==> src/rtl/prod_window_acc_pkg.sv <==
// Shared definitions for the product window accumulator: state encodings and width helpers.
package prod_window_acc_pkg;

    // Window FSM encodings (fixed values, shared with legacy consumers)
    localparam logic [1:0] ST_IDLE = 2'd0;
    localparam logic [1:0] ST_ACC  = 2'd1;
    localparam logic [1:0] ST_HOLD = 2'd2;

    // Ceiling log2, usable in parameter expressions; clog2(1) = 0
    function automatic int unsigned clog2(input int unsigned value);
        int unsigned result;
        result = 0;
        while ((64'd1 << result) < 64'(value)) begin
            result = result + 1;
        end
        return result;
    endfunction

endpackage

==> src/rtl/prod_window_acc_mod_n_counter.sv <==
// Modulo-N sample counter: counts enabled events 0..N-1 and wraps, flags the last slot.
module mod_n_counter
    import prod_window_acc_pkg::*;
#(
    parameter int unsigned N  = 4,
    parameter int unsigned CW = clog2(N + 1)
) (
    input  logic          clk,
    input  logic          rst_b,
    input  logic          clr,
    input  logic          en,
    output logic [CW-1:0] count,
    output logic          term
);

    logic [CW-1:0] count_q;
    logic [CW-1:0] count_d;

    // Terminal flag marks the slot that completes the window
    always_comb begin
        term = (count_q == CW'(N - 1));
    end

    // Next count: clear wins, then wrap at the terminal slot, else increment
    always_comb begin
        count_d = count_q;
        if (clr) begin
            count_d = '0;
        end else if (en) begin
            if (term) begin
                count_d = '0;
            end else begin
                count_d = count_q + CW'(1);
            end
        end
    end

    // Count register with synchronous active-low reset
    always_ff @(posedge clk) begin
        if (!rst_b) begin
            count_q <= '0;
        end else begin
            count_q <= count_d;
        end
    end

    assign count = count_q;

endmodule

==> src/rtl/prod_window_acc.sv <==
// Product window accumulator: sums N accepted products and tracks their maximum, then holds
// the result until the downstream consumer takes it.
module prod_window_acc
    import prod_window_acc_pkg::*;
#(
    parameter int unsigned W     = 4,
    parameter int unsigned N     = 4,
    parameter int unsigned ACC_W = 2 * W + clog2(N),
    localparam int unsigned PW   = 2 * W,
    localparam int unsigned CW   = clog2(N + 1)
) (
    input  logic             clk,
    input  logic             rst_b,
    input  logic             clr,
    input  logic [PW-1:0]    in_prod,
    input  logic             in_vld,
    output logic             in_rdy,
    output logic [ACC_W-1:0] sum,
    output logic [PW-1:0]    max,
    output logic [CW-1:0]    cnt,
    output logic             out_vld,
    input  logic             out_rdy
);

    logic [1:0]       state_q,   state_d;
    logic [ACC_W-1:0] acc_q,     acc_d;
    logic [PW-1:0]    run_max_q, run_max_d;
    logic [ACC_W-1:0] sum_q,     sum_d;
    logic [PW-1:0]    max_q,     max_d;
    logic             out_vld_q, out_vld_d;

    logic             accept;
    logic             take;
    logic             last_slot;
    logic [ACC_W-1:0] acc_plus;
    logic [PW-1:0]    max_new;

    // Handshake qualifiers; no input is taken while a result is pending or in reset
    always_comb begin
        in_rdy = rst_b & (state_q != ST_HOLD);
        accept = in_vld & in_rdy;
        take   = out_vld_q & out_rdy;
    end

    // Sample counter drives cnt and detects the product that closes the window
    mod_n_counter #(
        .N  (N),
        .CW (CW)
    ) u_cnt (
        .clk   (clk),
        .rst_b (rst_b),
        .clr   (clr),
        .en    (accept),
        .count (cnt),
        .term  (last_slot)
    );

    // Running sum and maximum including the product being offered this cycle
    always_comb begin
        acc_plus = acc_q + ACC_W'(in_prod);
        max_new  = (in_prod > run_max_q) ? in_prod : run_max_q;
    end

    // Window sequencing: clr aborts everything, otherwise accumulate, publish, wait for take
    always_comb begin
        state_d   = state_q;
        acc_d     = acc_q;
        run_max_d = run_max_q;
        sum_d     = sum_q;
        max_d     = max_q;
        out_vld_d = out_vld_q;
        if (clr) begin
            // sum/max keep their old contents; they are ignored while out_vld is low
            state_d   = ST_IDLE;
            acc_d     = '0;
            run_max_d = '0;
            out_vld_d = 1'b0;
        end else begin
            case (state_q)
                ST_IDLE, ST_ACC: begin
                    if (accept) begin
                        if (last_slot) begin
                            sum_d     = acc_plus;
                            max_d     = max_new;
                            out_vld_d = 1'b1;
                            acc_d     = '0;
                            run_max_d = '0;
                            state_d   = ST_HOLD;
                        end else begin
                            acc_d     = acc_plus;
                            run_max_d = max_new;
                            state_d   = ST_ACC;
                        end
                    end
                end
                ST_HOLD: begin
                    if (take) begin
                        out_vld_d = 1'b0;
                        state_d   = ST_IDLE;
                    end
                end
                default: begin
                    state_d   = ST_IDLE;
                    acc_d     = '0;
                    run_max_d = '0;
                    out_vld_d = 1'b0;
                end
            endcase
        end
    end

    // State and datapath registers with synchronous active-low reset
    always_ff @(posedge clk) begin
        if (!rst_b) begin
            state_q   <= ST_IDLE;
            acc_q     <= '0;
            run_max_q <= '0;
            sum_q     <= '0;
            max_q     <= '0;
            out_vld_q <= 1'b0;
        end else begin
            state_q   <= state_d;
            acc_q     <= acc_d;
            run_max_q <= run_max_d;
            sum_q     <= sum_d;
            max_q     <= max_d;
            out_vld_q <= out_vld_d;
        end
    end

    assign sum     = sum_q;
    assign max     = max_q;
    assign out_vld = out_vld_q;

endmodule

==> config.mk <==
export PLATFORM = sky130hd
export DESIGN_NAME = prod_window_acc
export DESIGN_NICKNAME = d
export VERILOG_FILES = /design/src/rtl/prod_window_acc_pkg.sv /design/src/rtl/prod_window_acc_mod_n_counter.sv /design/src/rtl/prod_window_acc.sv
export SDC_FILE = /design/constraint.sdc
export NUM_CORES = 1
export LEC_CHECK = 0
export ABC_CLOCK_PERIOD_IN_PS = 5090
export CORE_UTILIZATION = 55
export DETAILED_ROUTE_END_ITERATION = 6
export GPL_ROUTABILITY_DRIVEN = 0
export PLACE_DENSITY = 0.91
export SETUP_SLACK_MARGIN = 0.3
export SLEW_MARGIN = 40
export SYNTH_ARGS = -nofsm -noshare
export SYNTH_HDL_FRONTEND = slang
export SYNTH_SLANG_ARGS = --single-unit
==> constraint.sdc <==
create_clock -name clk -period 5.09 [get_ports clk]
set_input_delay 0.509 -clock clk [delete_from_list [all_inputs] [get_ports clk]]
set_output_delay 0.509 -clock clk [all_outputs]
set_load 0.02 [all_outputs]
==> out/qor.yml, run 1 <==
die-height_um: 65.74
slowest_delay_ns: 0.51
ys_top_cells_by_count: "42 x dfxtp_1, 32 x a21oi_1, 26 x nand2_1, 17 x ha_1, 15 x nor2_1"
holdWs_ns: 0.4583
rsz0062_at_grt: "no"
final_util_pct: 70.01
grt_antenna_before_repair: 0
drt-initial-drc-count: 96
vias: 1923
peakVddDrop_mv: 0.1874
pwr-share-seq_pct: 54.8
slew_headroom_pct: 50.02
required_ns: 5.33
routedWlPerCell_um: 14.03
crit_chain: "clkdlybuf4s50_1, ha_1, nor2b_1, o211ai_1, a21oi_2, o31ai_4, a21o_1, a22o_1"
fin_nets: 314
layout_min_cycle_time_ns: 2.571
synth-seq-cells: 42
die-width_um: 65.74
crit_path_start_kind: "input pin"
synthCells: 249
crit-reg2reg-launch: "run_max_q[1]"
die_area_um2: 4322
syn2layout_area_growth_pct: 18.14
grt_use_total_pct: 23.84
setup_viol: 0
r2r_cells: 8
drt_pass1_iterations: 4
ctsRootBufferMaster: "clkbuf_8"
power_density_nw_per_um2: 230.9
worstHoldPathCells: 2
synthMostInstantiatedCell: "dfxtp_1"
syn_area_um2: 2235
finalMaxSlewViolations: 0
min_from: "sum[9]"
status: "completed"
clock-sinks: 42
clock.fmax_mhz: 389.0
io_pins: 36
grt_start_max_net_pins: 26
drcViolationCount: 0
postCtsSetupRepairBufs: 0
synth_nets: 280
holdPathEnd: "sum[9]"
htreeDepth: 2
cts_buffer_depth: 2
synth.area.top_cells: "dfxtp_1 38%, ha_1 9.5%, a21oi_1 7.2%"
tightest_slew_ns: 0.7441
viasPerCell: 5.810
core_area_um2: 3771
place_ws_ns: 1.918
rows: 22
p_clk_share_pct: 33.2
gr-total-overflow: 0
design_power_total_mw: 0.6097
internal-power_mw: 0.4577
path_buf_inv: 1
leakage_nw: 1.034
crit_fanout: 10
dp_hpwl_um: 3345
io_buffers: 35
min-delay-path-class: "flip-flop to flip-flop"
synth_edf_count: 0
cts_tree: "yes"
comb_power_share_pct: 12.0
cpMaxStageDelayCell: "clkdlybuf4s50_1"
initial_core_util_pct: 59.26
switchingPower_mw: 0.1520
drv_cap: 0
diodes: 0
ys_seq_area_share_pct: 37.63
fin_ws_ns: 2.519
hold_viol: 0
avgSynthCellArea_um2: 8.974
critical_path_class: "input pin to flip-flop"
crit_family: "compound AO/OA/AOI/OAI gates"
async_reset_ff_share_pct: 0
layout-drive-gt1-share_pct: 7.420
fin_crit_sh_pct: 50.50
yosys.area.top_type_share_pct: 37.63
clk_latency_ns: 0.30
yosys.area.top_type: "dfxtp_1"
hold_buffers: 0
critPathArrivalTime_ns: 2.81
clk_pin_slew_worst_paths_ns: 0.07
grt_first_pass_wirelength_um: 7879
synth_ff_type: "dfxtp_1"
crit_path_end_kind: "flip-flop"
finClkSkew_ns: 0.005347
ys_warn_count: 0
swShare_pct: 24.93
ant_nets: 0
grt_pass1_vias: 1784
ctsResizeCount: 0
r2r_slack_ns: 2.87
ys_types: 51
wirelength_um: 4644
r2r_end: "run_max_q[2]"
numCtsBuffers: 5
setup_tns_ns: 0
cells in the final DEF, fill, tap and decap left out, drive strengths merged, types with 2 or more instances in the layout:
master	n
a211oi	4
a22oi	2
a21oi	33
a22o	8
clkbuf	7
o21a	5
clkdlybuf4s50	34
and2	3
nand3	7
nor3	5
nor2	17
nand4	3
nor2b	5
or2	2
o21ai	17
xnor2	2
xor2	4
nand2b	3
inv	11
a21o	4
a21boi	3
o31a	2
nand2	26
ha	17
dfxtp	42
sequential cells by signal (all words and copies together) (netlist names):
register     flops
sum             10
u_cnt.count      3
acc_q           10
out_vld          1
max              8
run_max_q        8
state_q          2
power groups by stage:
stage | registers [mW] | logic, mW | clock network [mW]
2_1_floorplan | 0.342 | 0.0472 | 0
5_1_grt | 0.335 | 0.0810 | 0.217
6_report | 0.334 | 0.0730 | 0.202
3_5_place_dp | 0.342 | 0.0725 | 0
4_1_cts | 0.334 | 0.0731 | 0.203
3_3_place_gp | 0.342 | 0.0703 | 0
cells by family after synthesis:
group | share of synthesized area (%)
AOI/OAI and AO/OA | 25.64
and+or+nand+nor | 18.25
DFF | 37.63
buffers and inverters | 5.263
adders and majority gates | 10.41
xor gates and xnor gates | 2.352
muxes | 0.4479
per-stage QoR:
stage | cell area (um^2) | cells
floorplan | 2235 | 249
detailed placement | 2569 | 324
global placement | 2569 | 324
finish | 2640 | 331
CTS | 2645 | 331
global route | 2640 | 331
worst max-delay path by stage:
stage / startpoint / endpoint / cells after the start
floorplan: in_prod[0] / acc_q[8] / 9
global placement: rst_b / sum[2] / 6
detailed placement: rst_b / sum[2] / 6
CTS: rst_b / in_rdy / 3
global route: in_prod[1] / run_max_q[4] / 8
finish: in_prod[1] / run_max_q[2] / 8
cell type report:
type                       instances  area, um^2
clock buffer                       7       76.32
fill                             291        1131
inverter                          11       41.29
multi-input combinational        188        1276
sequential                        42       840.8
tap                               48       60.06
timing repair buffer              35       345.3
per-layer routing:
metal | part of all wire (%) | global-route usage, % | vias to the layer above
met2 | 46 | 37.37 | 52
li1 | - | - | 965
met3 | 5.1 | 6.597 | 6
met1 | 48 | 30.80 | 900
met5 | 0 | 0 | -
met4 | 1.2 | 8.967 | 0
worst register-to-register path, cell delays in order (launching register included):
cell and delay (ns):
dfxtp_1 0.38, inv_1 0.06, ha_1 0.28, nor2b_1 0.13
o211ai_1 0.19, a21oi_2 0.11, o31ai_4 0.45, a21o_1 0.38
a22o_1 0.18
No activity file was read; power rests on OpenSTA's default activity.
==> run 2, diff against run 1 <==
Settings changed: ABC_CLOCK_PERIOD_IN_PS 5090 to 2490, CORE_UTILIZATION 55 to 53, PLACE_DENSITY 0.91 to 0.88.
Clock period 5.09 ns to 2.49 ns, I/O delays scaled along.
==> run 2 against run 1 <==
  * Setup slack lost 2.1 ns
  * Power rose by 110%
  * Worst hold slack worse by 0.0017 ns
  * Core utilization decreased by 1.3 points
  * Sequential power increased by 100%
  * Sequential share of layout area is 1.5 points lower
  * Clock power rose by 120%
  * Routed wire length increased by 5.9%
  * Register-to-register slack lost 2.4 ns
  * Die area grew 3.7%
  * Sequential cell count stayed put
  * Clock skew hardly changed
  * Critical endpoint is now acc_q[8]
  * Largest power group unchanged
==> out/qor.yml, run 2 (synthesized netlist as in run 1, its figures left out) <==
htreeDepth: 2
hold_viol: 0
crit_path_end_kind: "flip-flop"
drt-initial-drc-count: 138
die-width_um: 66.94
cts_buffer_depth: 2
required_ns: 2.68
die-height_um: 66.94
io_buffers: 35
fin_nets: 324
r2r_cells: 9
layout_min_cycle_time_ns: 2.116
ant_nets: 0
clock-sinks: 42
power_density_nw_per_um2: 468.6
core_area_um2: 4029
layout-drive-gt1-share_pct: 12.93
rsz0062_at_grt: "no"
holdWs_ns: 0.4566
syn2layout_area_growth_pct: 23.85
crit_path_start_kind: "input pin"
finClkSkew_ns: 0.005114
viasPerCell: 5.680
die_area_um2: 4480
clk_pin_slew_worst_paths_ns: 0.08
crit_path_start: "in_prod[0]"
wirelength_um: 4916
crit_fanout: 3
postCtsSetupRepairBufs: 0
initial_core_util_pct: 55.47
vias: 1954
slew_headroom_pct: 61.31
clock.fmax_mhz: 472.7
final_common_cell: "dfxtp_1"
drt_pass1_iterations: 4
clk_latency_ns: 0.29
critical_path_class: "input pin to flip-flop"
grt_pass1_vias: 1819
r2r_end: "acc_q[8]"
diodes: 0
leakage_nw: 1.091
routedWlPerCell_um: 14.29
peakVddDrop_mv: 0.3953
rows: 23
gr-total-overflow: 0
min-delay-path-class: "flip-flop to flip-flop"
grt_start_max_net_pins: 16
numCtsBuffers: 5
grt_first_pass_wirelength_um: 8169
final-instance-count-excl-fill: 344
setup_tns_ns: 0
grt_antenna_before_repair: 0
dp.cells: 336
crit-reg2reg-launch: "acc_q[0]"
ctsRootBufferMaster: "clkbuf_8"
grt_use_total_pct: 24.36
layout_common_cells: "42 x dfxtp_1, 35 x clkdlybuf4s50_1, 32 x a21oi_1"
drcViolationCount: 0
worstHoldPathCells: 2
critPathArrivalTime_ns: 2.31
cts_tree: "yes"
r2r_slack_ns: 0.49
endpoint: "acc_q[8]"
tightest_slew_ns: 0.5803
status: "completed"
io_pins: 36
fin_crit_sh_pct: 84.96
drv_cap: 0
dp_hpwl_um: 3577
finalMaxSlewViolations: 0
setup_viol: 0
-- run 2: how the worst min path moves through the flow --
stage	slack [ns]	end	start
floorplan	0.38	run_max_q[3]	in_prod[3]
global placement	0.44	acc_q[7]	acc_q[7]
detailed placement	0.45	acc_q[0]	acc_q[0]
CTS	0.46	acc_q[0]	acc_q[0]
global route	0.48	sum[8]	sum[8]
finish	0.46	sum[6]	sum[6]
-- run 2: critical path, cell delays in order --
cell and delay, ns:
clkdlybuf4s50_1 0.49, ha_2 0.19, inv_1 0.05, fa_2 0.36, nor2b_2 0.15, o31a_1 0.21
o221a_2 0.22, nor2_2 0.05, a21o_1 0.17, a21o_1 0.16
-- run 2: what timing repair did --
item,4_1_cts,5_1_grt
resized for setup,0,8
setup endpoints to repair,0,11
hold buffers,0,0
-- run 2: layout make-up --
cell class	instances	area (um^2)
clock inverters	1	5.005
clock buffers	7	86.33
inverters	11	41.29
repair buffers	45	425.4
flip-flops and latches	42	840.8
multi-input cells	188	1306
fillers	323	1261
well taps	50	62.56
-- run 2: report_power, final --
| group | total [mW] | internal [mW] | switching, mW | leakage, nW |
|---|---|---|---|---|
| clock network | 0.449 | 0.224 | 0.225 | 0.0482 |
| registers | 0.683 | 0.678 | 0.00536 | 0.339 |
| logic | 0.165 | 0.0745 | 0.0903 | 0.704 |
-- run 2: stage by stage --
stage | utilization (%) | worst slack (ns) | power (mW) | instance area [um^2]
2_1_floorplan | - | 0.6148 | 0.7946 | 2235
3_3_place_gp | 65.68 | 0.09221 | 0.8538 | 2646
3_5_place_dp | 65.68 | -0.007174 | 0.8575 | 2646
4_1_cts | 67.95 | 0.3084 | 1.307 | 2738
5_1_grt | 68.70 | 0.3109 | 1.360 | 2768
6_report | 68.70 | 0.3745 | 1.297 | 2768
-- run 2: per-layer routing --
metal  vias up  GRT usage [%]  routed length, um
li1        984              -                  -
met1       911          30.47               2276
met2        53          40.53               2344
met3         6          5.822                218
met4         0          8.245                 77
met5         -              0                  0
